<file path="src/rtl/prescaler_bank.sv">
// Multi-channel programmable clock prescaler: each channel divides i_Clk by a
// runtime divisor and produces a tick pulse, a square wave and a one-shot done flag.
module prescaler_bank #(
  parameter int N_CH    = 4,
  parameter int W       = 20,
  parameter int DIV_RST = 100000,
  parameter int SEL_W   = 2
) (
  input  logic              i_Clk,
  input  logic              i_Rst,
  input  logic              i_En,
  input  logic              i_Wr,
  input  logic [SEL_W-1:0]  i_Sel,
  input  logic [W-1:0]      i_Div,
  input  logic              i_Mode,
  input  logic [N_CH-1:0]   i_Clr,
  output logic [N_CH-1:0]   o_Tick,
  output logic [N_CH-1:0]   o_Sq,
  output logic [N_CH-1:0]   o_Done,
  output logic [2*N_CH-1:0] dbg_state
);

  typedef enum logic [1:0] {
    IDLE = 2'd0,
    RUN  = 2'd1,
    DONE = 2'd2
  } state_t;

  localparam logic [W-1:0] DIV_INIT = W'(DIV_RST);

  for (genvar k = 0; k < N_CH; k++) begin : g_ch
    localparam logic [SEL_W-1:0] K_SEL = SEL_W'(k);

    state_t       state_r;
    logic [W-1:0] div_r;
    logic [W-1:0] cnt_r;
    logic         mode_r;
    logic         tick_r;
    logic         sq_r;
    logic         done_r;
    logic         wr_hit;
    logic         at_term;

    // Out-of-range selects match no channel, so such writes fall through untouched.
    assign wr_hit  = i_Wr && (i_Sel == K_SEL);
    assign at_term = (cnt_r == div_r - W'(1));

    // Per-channel priority on one edge: write, then clear, then counting.
    always_ff @(posedge i_Clk or negedge i_Rst) begin
      if (!i_Rst) begin
        state_r <= RUN;
        div_r   <= DIV_INIT;
        cnt_r   <= '0;
        mode_r  <= 1'b0;
        tick_r  <= 1'b0;
        sq_r    <= 1'b0;
        done_r  <= 1'b0;
      end else if (wr_hit) begin
        div_r   <= i_Div;
        mode_r  <= i_Mode;
        cnt_r   <= '0;
        tick_r  <= 1'b0;
        sq_r    <= 1'b0;
        done_r  <= 1'b0;
        state_r <= (i_Div != '0) ? RUN : IDLE;
      end else if (i_Clr[k]) begin
        cnt_r   <= '0;
        tick_r  <= 1'b0;
        sq_r    <= 1'b0;
        done_r  <= 1'b0;
        state_r <= (div_r != '0) ? RUN : IDLE;
      end else if (i_En) begin
        tick_r <= 1'b0;
        case (state_r)
          RUN: begin
            if (at_term) begin
              cnt_r  <= '0;
              tick_r <= 1'b1;
              sq_r   <= ~sq_r;
              if (mode_r) begin
                state_r <= DONE;
                done_r  <= 1'b1;
              end
            end else begin
              cnt_r <= cnt_r + W'(1);
            end
          end
          default: cnt_r <= '0;
        endcase
      end else begin
        tick_r <= 1'b0;
      end
    end

    assign o_Tick[k]          = tick_r;
    assign o_Sq[k]            = sq_r;
    assign o_Done[k]          = done_r;
    assign dbg_state[2*k +: 2] = state_r;
  end

endmodule

</file>
<file path="config.mk">
export PLATFORM = sky130hd
export DESIGN_NAME = prescaler_bank
export DESIGN_NICKNAME = d
export VERILOG_FILES = /design/src/rtl/prescaler_bank.sv
export SDC_FILE = /design/constraint.sdc
export NUM_CORES = 1
export LEC_CHECK = 0
export ABC_AREA = 1
export BUFFER_PORTS_ARGS = -buffer_cell sky130_fd_sc_hd__buf_2
export CORE_MARGIN = 5
export CORE_UTILIZATION = 50
export DETAILED_ROUTE_END_ITERATION = 10
export PLACE_DENSITY_LB_ADDON = 0.15
export SKIP_CTS_REPAIR_TIMING = 1
export SKIP_LAST_GASP = 1
export SLEW_MARGIN = 30
export SYNTH_ARGS = -nofsm -noshare
export SYNTH_HDL_FRONTEND = slang
export SYNTH_SLANG_ARGS = --single-unit
</file>
<file path="constraint.sdc">
create_clock -name i_Clk -period 6.6 [get_ports i_Clk]
set_input_delay 1.32 -clock i_Clk [delete_from_list [all_inputs] [get_ports i_Clk]]
set_output_delay 1.32 -clock i_Clk [all_outputs]
set_load 0.1 [all_outputs]
</file>
==> results of run 1 <==
==> per-stage QoR <==
step	util	area [um^2]	setup slack, ns
3_3_place_gp	0.525	13200	2.83
5_1_grt	0.548	13800	2.88
2_1_floorplan	-	12800	4.01
4_1_cts	0.548	13800	3.25
3_5_place_dp	0.525	13200	2.81
6_report	0.548	13800	3.22
==> registers in the layout, summed over array words and instances, names as in the netlist <==
signal / cells
g_ch.tick_r: 4
g_ch.sq_r: 4
g_ch.done_r: 1
g_ch.mode_r: 4
g_ch.cnt_r: 80
g_ch.state_r: 7
g_ch.div_r: 80
==> power by group <==
part / internal (uW) / switching (uW)
clock: 536 / 468
combinational: 279 / 547
sequential: 1220 / 128
==> logic make-up after synthesis <==
kind of cell / synth area share
AOI/OAI and AO/OA: 0.100
and+or+nand+nor: 0.344
adders and majority gates: 0.0107
buffers and inverters: 0.0924
muxes: 0.000781
xor gates and xnor gates: 0.0974
DFF: 0.354
==> Yosys cell counts, drive strengths merged <==
master  number  area (um^2)
nand2      498         1980
nor2       226         1040
inv        223          837
o21ai      155          813
dfrtp      152         3800
nand3      117          611
xor2       108          968
nand4       50          313
nor3        35          210
xnor2       32          280
buf         28          245
dfstp       28          736
o22ai       26          288
clkbuf      21         80.1
a21oi       16         83.8
nand3b      15          113
ha          11          138
nor4        11         68.8
or2          7         43.8
a31oi        6         37.5
clkinv       6         22.5
and3         2         12.5
o211ai       2         20.0
o21bai       2         18.8
a21boi       1         7.51
a21o         1         7.51
a22oi        1         7.51
mux2i        1         10.0
nor3b        1         7.51
or4          1         7.51
==> area by class of cell <==
| type | count | area (um^2) | share of cell area |
|---|---|---|---|
| Inverter | 229 | 860 | 0.0623 |
| Sequential cell | 180 | 4540 | 0.329 |
| Clock buffer | 19 | 443 | 0.0321 |
| Clock inverter | 13 | 125 | 0.00908 |
| Tap cell | 330 | 413 | 0.0299 |
| Multi-Input combinational cell | 1325 | 7100 | 0.515 |
| Timing Repair Buffer | 56 | 308 | 0.0223 |
==> routing by layer <==
layer  vias up  share of wire  GRT usage
met5         -              0          0
met2       246           0.46      0.378
met3        41          0.047     0.0379
li1       5737              -          -
met1      5320           0.47      0.329
met4         0          0.018     0.0583
==> critical path, stage by stage <==
cell	delay, ns
buf_2	0.14
nand3_2	0.59
nand2_1	0.47
inv_1	0.07
nand2_1	0.67
nand2_1	0.14
xor2_1	0.18
a21oi_1	0.12
==> path summary, 6_finish.rpt <==
| path | start | to |
|---|---|---|
| setup / recovery | i_Sel[0] | g_ch[3].cnt_r[3]$_DFFE_PN0P_ |
| hold / removal | g_ch[3].mode_r$_DFFE_PN0P_ | g_ch[3].mode_r$_DFFE_PN0P_ |
| setup reg to reg | g_ch[0].div_r[0]$_DFFE_PN0P_ | g_ch[0].cnt_r[2]$_DFFE_PN0P_ |
| hold reg to reg | g_ch[3].mode_r$_DFFE_PN0P_ | g_ch[3].mode_r$_DFFE_PN0P_ |
| max in group asynchronous | i_Rst | g_ch[1].div_r[6]$_DFFE_PN0P_ |
| min in group asynchronous | i_Rst | g_ch[0].cnt_r[0]$_DFFE_PN0P_ |
==> results by group, run 1 <==
STA
  – Final Max Tran Viols: 0
  – Setup violators final: 0
  – Ratio of final minimum period to clock period: 0.512
  – Setup TNS Final: 0 ns
  – Fmax: ~0.30 GHz
  – Slew headroom: 0.394
  – Skew final: 0.0135 ns
  – Slew @ Worst Pin: 0.907 ns
  – Setup repair after global routing missed its margin: no
  – Minimum clock period: 3.38 ns
  – Hold Slack: about 0.49 ns
  – Final hold violation count: 0

Clock network
  – CTS buffer count: 17
  – H-tree Lvls: 4
  – Maximum clock insertion buffer count: 2
  – TritonCTS clock tree: yes
  – Clk_lat worst skew: approximately 0.44 ns
  – Clk pin slew, worst setup/hold paths: 0.07 ns
  – Clk Tree Root Cell: clkbuf_16
  – Sink Count: 180

Power
  – Pleak: 0.00642 uW
  – Overall power: between 3000 and 4000 uW
  – PwrDens: 230 nW/um^2
  – Worst VDD drop: 163 uV

Cells and area
  – Area Overhead vs Synth: 7.56%
  – Layout cells sized above 1: 0.131
  – Commonest non-fill, non-tap cell in the layout: nand2_1
  – Nets: 1851
  – Most frequent cells in the layout: nand2_1, inv_1, nor2_1
  – Inserted Diodes: 0
  – # fillers: about 2400
  – Final instance count without filler cells: 2152

Drt
  – DR WL/cell: approximately 15 um
  – Detailed-route via count: 11300
  – DRC: 0
  – WL final: 33100 um
  – Vias/cell: 5.27
  – Iteration-0 DRC Markers: 793
  – Post-DRT Antenna Nets: 0
  – Drt first pass iters: 8

Floorplan
  – Die footprint: a little under 30000 um^2
  – Core Rows: 58
  – Die H: 170 um
  – Starting Density: 0.509
  – Ports: 51
  – Die Wd: between 150 and 200 um
  – Core footprint: about 25000 um^2

Setup path
  – Crit path DAT: 3.73 ns
  – CP Max Fanout: 45
  – Startpoint types: primary input
  – Crit end category: register
  – WS Path Type: in2reg
  – FF-to-FF path depth: 13
  – Flop-to-flop setup slack: 4.01 ns
  – CP Data Required Time: 6.95 ns

Synthesis
  – Syn_area_per_cell: 7.19 um^2
  – Post-synthesis sequential area ratio: 0.354
  – Syn nets: 1825
  – Yosys cell types: 51
  – Syn Inst Count: between 1500 and 2000
  – Synth warnings: 0
  – Area of the mapped netlist: 12800 um^2
  – Synth Register Bits: 180

Hold path
  – HP Class: reg2reg
  – Hold path depth: 2

Place
  – Placer Congestion: 0.938
  – Placed cell count: 2120
  – Number of I/O port buffers: 50
  – Hpwl dp: 25600 um

Global route
  – GRT overflow: 0
  – Largest net degree at the start of global routing: 81
  – Total track usage: 0.234
  – Number of global-route vias before repair: ~11000
  – First-pass GRT wire length: 54900 um
  – Initial antenna violation count: 0

Outcome
  – Outcome: finished clean

Job
  – Max-cap violations: 0
Power figures use the tool's default switching activity.
==> inputs of run 2 (changes only) <==
ABC_AREA = 0   (was 1)
clock period = 3.4 ns   (was 6.6 ns; I/O delays follow)
==> results by group, run 2 <==
Outcome
  – Outcome: finished clean

Synthesis
  – Post-Synth Adder-Cell Area: 0.0117
  – Synth warnings: 0
  – Synth area leaders: dfrtp_1, dfstp_2, mux2_2, nand2_1, xnor2_1
  – Syn Inst Count: 1327
  – Syn_area_per_cell: 8.88 um^2
  – Cell taking the most area after synthesis: dfrtp_1
  – Post-synth ARST share: 1.00
  – Synth Register Bits: 180
  – Area share of the largest cell type after synthesis: 0.323
  – Mux contribution to synthesized area: 0.0688
  – Largest family of logic cells by synthesized area: simple AND/OR/NAND/NOR gates
  – Main synth FF type: dfrtp_1
  – Post-synthesis sequential area ratio: 0.385
  – Yosys cell types: 76
  – Compound-Gate Fraction of Synth Area: 0.149
  – Xor-xnor portion of the synthesized cell area: 0.0721
  – Syn nets: around 1400
  – Area of the mapped netlist: 11800 um^2
  – Post-Synth Simple-Gate Area: 0.270
  – Commonest cells in the netlist: dfrtp_1, nand2_1, nor2_1
  – Post-synth EDFFs: 0

STA
  – Hold Slack: 0.251 ns
  – Skew final: 0.0164 ns
  – Slew @ Worst Pin: 0.684 ns
  – Final Max Tran Viols: 0
  – Ratio of final minimum period to clock period: 0.986
  – Fmax: 0.298 GHz
  – Setup violators final: 0
  – Slew headroom: 0.540
  – Minimum clock period: roughly 3.4 ns
  – Worst Slack Setup Final: about 0.046 ns
  – Setup repair after global routing missed its margin: yes
  – Final hold violation count: 0

Floorplan
  – Die H: approximately 160 um
  – Die footprint: ~27000 um^2
  – Starting Density: 0.505
  – Core Rows: 56
  – Core footprint: about 23000 um^2
  – Ports: 51
  – Die Wd: 164 um

Clock network
  – Clk pin slew, worst setup/hold paths: 0.07 ns
  – CTS buffer count: 17
  – Clk Tree Root Cell: clkbuf_16
  – H-tree Lvls: 4
  – TritonCTS clock tree: yes
  – Maximum clock insertion buffer count: 2
  – Clk_lat worst skew: 0.44 ns
  – Sink Count: 180

Global route
  – First-pass GRT wire length: around 52000 um
  – Initial antenna violation count: 0
  – GRT overflow: 0
  – Total track usage: 0.239
  – Number of global-route vias before repair: 9951
  – Largest net degree at the start of global routing: 72

Cells and area
  – Inserted Diodes: 0
  – # fillers: 2135
  – Layout cells sized above 1: 0.200
  – Biggest regs: g_ch.cnt_r (80), g_ch.div_r (80), g_ch.state_r (7)
  – Final instance area: 13200 um^2
  – Nets: 1408
  – Area Overhead vs Synth: 11.9%
  – Most frequent cells in the layout: nand2_1, dfrtp_1, nor2_1
  – Core Util, Final: 0.565

Setup path
  – Flop-to-flop setup slack: around 0.046 ns
  – WS Path Type: reg2reg
  – Crit path DAT: 3.72 ns
  – Worst r2r src: g_ch[0].div_r[0]$_DFFE_PN0P_
  – Critical R2R Capture: g_ch[0].sq_r$_DFFE_PN0P_
  – Crit end category: register
  – CP Data Required Time: 3.77 ns
  – CP Max Fanout: 4
  – FF-to-FF path depth: 10
  – Startpoint types: register

Power
  – P_sw: approximately 1900 uW
  – Overall power: 6020 uW
  – Sw frac: 0.324
  – Internal power: 4070 uW
  – Sequential power share: 0.440
  – Pleak: 0.00550 uW
  – Clk pwr share: 0.334
  – Combinational Power Share: 0.226
  – Worst VDD drop: 311 uV
  – PwrDens: 457 nW/um^2

Drt
  – Drt first pass iters: 5
  – DRC: 0
  – Vias/cell: 6.08
  – Iteration-0 DRC Markers: between 700 and 800
  – WL final: 31500 um
  – Detailed-route via count: 10300
  – Post-DRT Antenna Nets: 0
  – DR WL/cell: 18.6 um

Place
  – Hpwl dp: 22500 um
  – Placer Congestion: 0.929
  – Number of I/O port buffers: 50
  – Setup Slack @ Placement: 0.0122 ns
  – DP Area: 12500 um^2

Hold path
  – HP Class: in2async

Job
  – Max-cap violations: 0
[run 2: cell count changes after synthesis, sizes merged, moves of 20 or more]
cell / delta
nand2: -346
inv: -193
nor2: -127
o21ai: -116
xor2: -66
mux2: +64
nand3: -51
a31oi: +42
clkbuf: +41
and3: +36
or3: +26
nand4: -25
xnor2: +23
nor4: +20
[run 2: power groups by stage]
stage | clock (uW) | combinational (uW) | sequential (uW)
floorplan | 0 | 922 | 2630
CTS | 2050 | 1330 | 2640
global placement | 0 | 1290 | 2670
detailed placement | 0 | 1310 | 2680
global route | 2130 | 1500 | 2680
finish | 2010 | 1360 | 2650
[run 2: cell type report]
cell class	count	area (um^2)	area share
inverter	30	113	0.00854
timing repair buffer	107	713	0.0541
tap	319	399	0.0303
multi-input combinational	1030	6840	0.519
clock buffer	17	425	0.0323
clock inverter	15	155	0.0118
sequential	180	4540	0.344
[run 2: routing by layer]
layer	GRT usage	share of wire
met1	0.335	0.46
met2	0.380	0.46
met3	0.0502	0.056
met4	0.0606	0.018
met5	0	0
[run 2: worst max path at each step]
stage	startpoint	end	slack, ns	cells past startpoint
final	g_ch[0].div_r[0]$_DFFE_PN0P_	g_ch[0].sq_r$_DFFE_PN0P_	0.05	10
after global routing	g_ch[0].div_r[1]$_DFFE_PN0P_	g_ch[0].sq_r$_DFFE_PN0P_	-0.08	10
after CTS	g_ch[0].div_r[1]$_DFFE_PN0P_	g_ch[0].cnt_r[2]$_DFFE_PN0P_	0.03	11
after detailed placement	g_ch[0].div_r[1]$_DFFE_PN0P_	g_ch[0].cnt_r[2]$_DFFE_PN0P_	0.01	11
after global placement	g_ch[0].div_r[1]$_DFFE_PN0P_	g_ch[0].cnt_r[2]$_DFFE_PN0P_	0.1	11
after floorplan	g_ch[0].div_r[0]$_DFFE_PN0P_	g_ch[0].sq_r$_DFFE_PN0P_	-0.01	12
[run 2: metrics by stage]
stage          std cells  TNS [ns]
2_1_floorplan       1327  -0.00986
3_3_place_gp        1664         0
3_5_place_dp        1664         0
4_1_cts             1696         0
5_1_grt             1698    -0.727
6_report            1698         0
[run 2: worst max-delay path: stages (launching register included)]
cell and delay (ns):
dfrtp_1 0.41, inv_2 0.11, ha_4 0.15, or4b_4 0.46, or2_0 0.25, or4_1 0.49, a211oi_2 0.28, nand4_1 0.12
or4b_4 0.52, or3_4 0.38, a21oi_2 0.12
[run 2: logic make-up (layout without fill, tap and decap cells)]
logic type	count (synthesis)	after routing
mux	73	73
xor+xnor	97	97
flops	180	180
compound gates	242	242
simple gates	607	607
buf+inv	117	169
fa+ha+maj	11	11
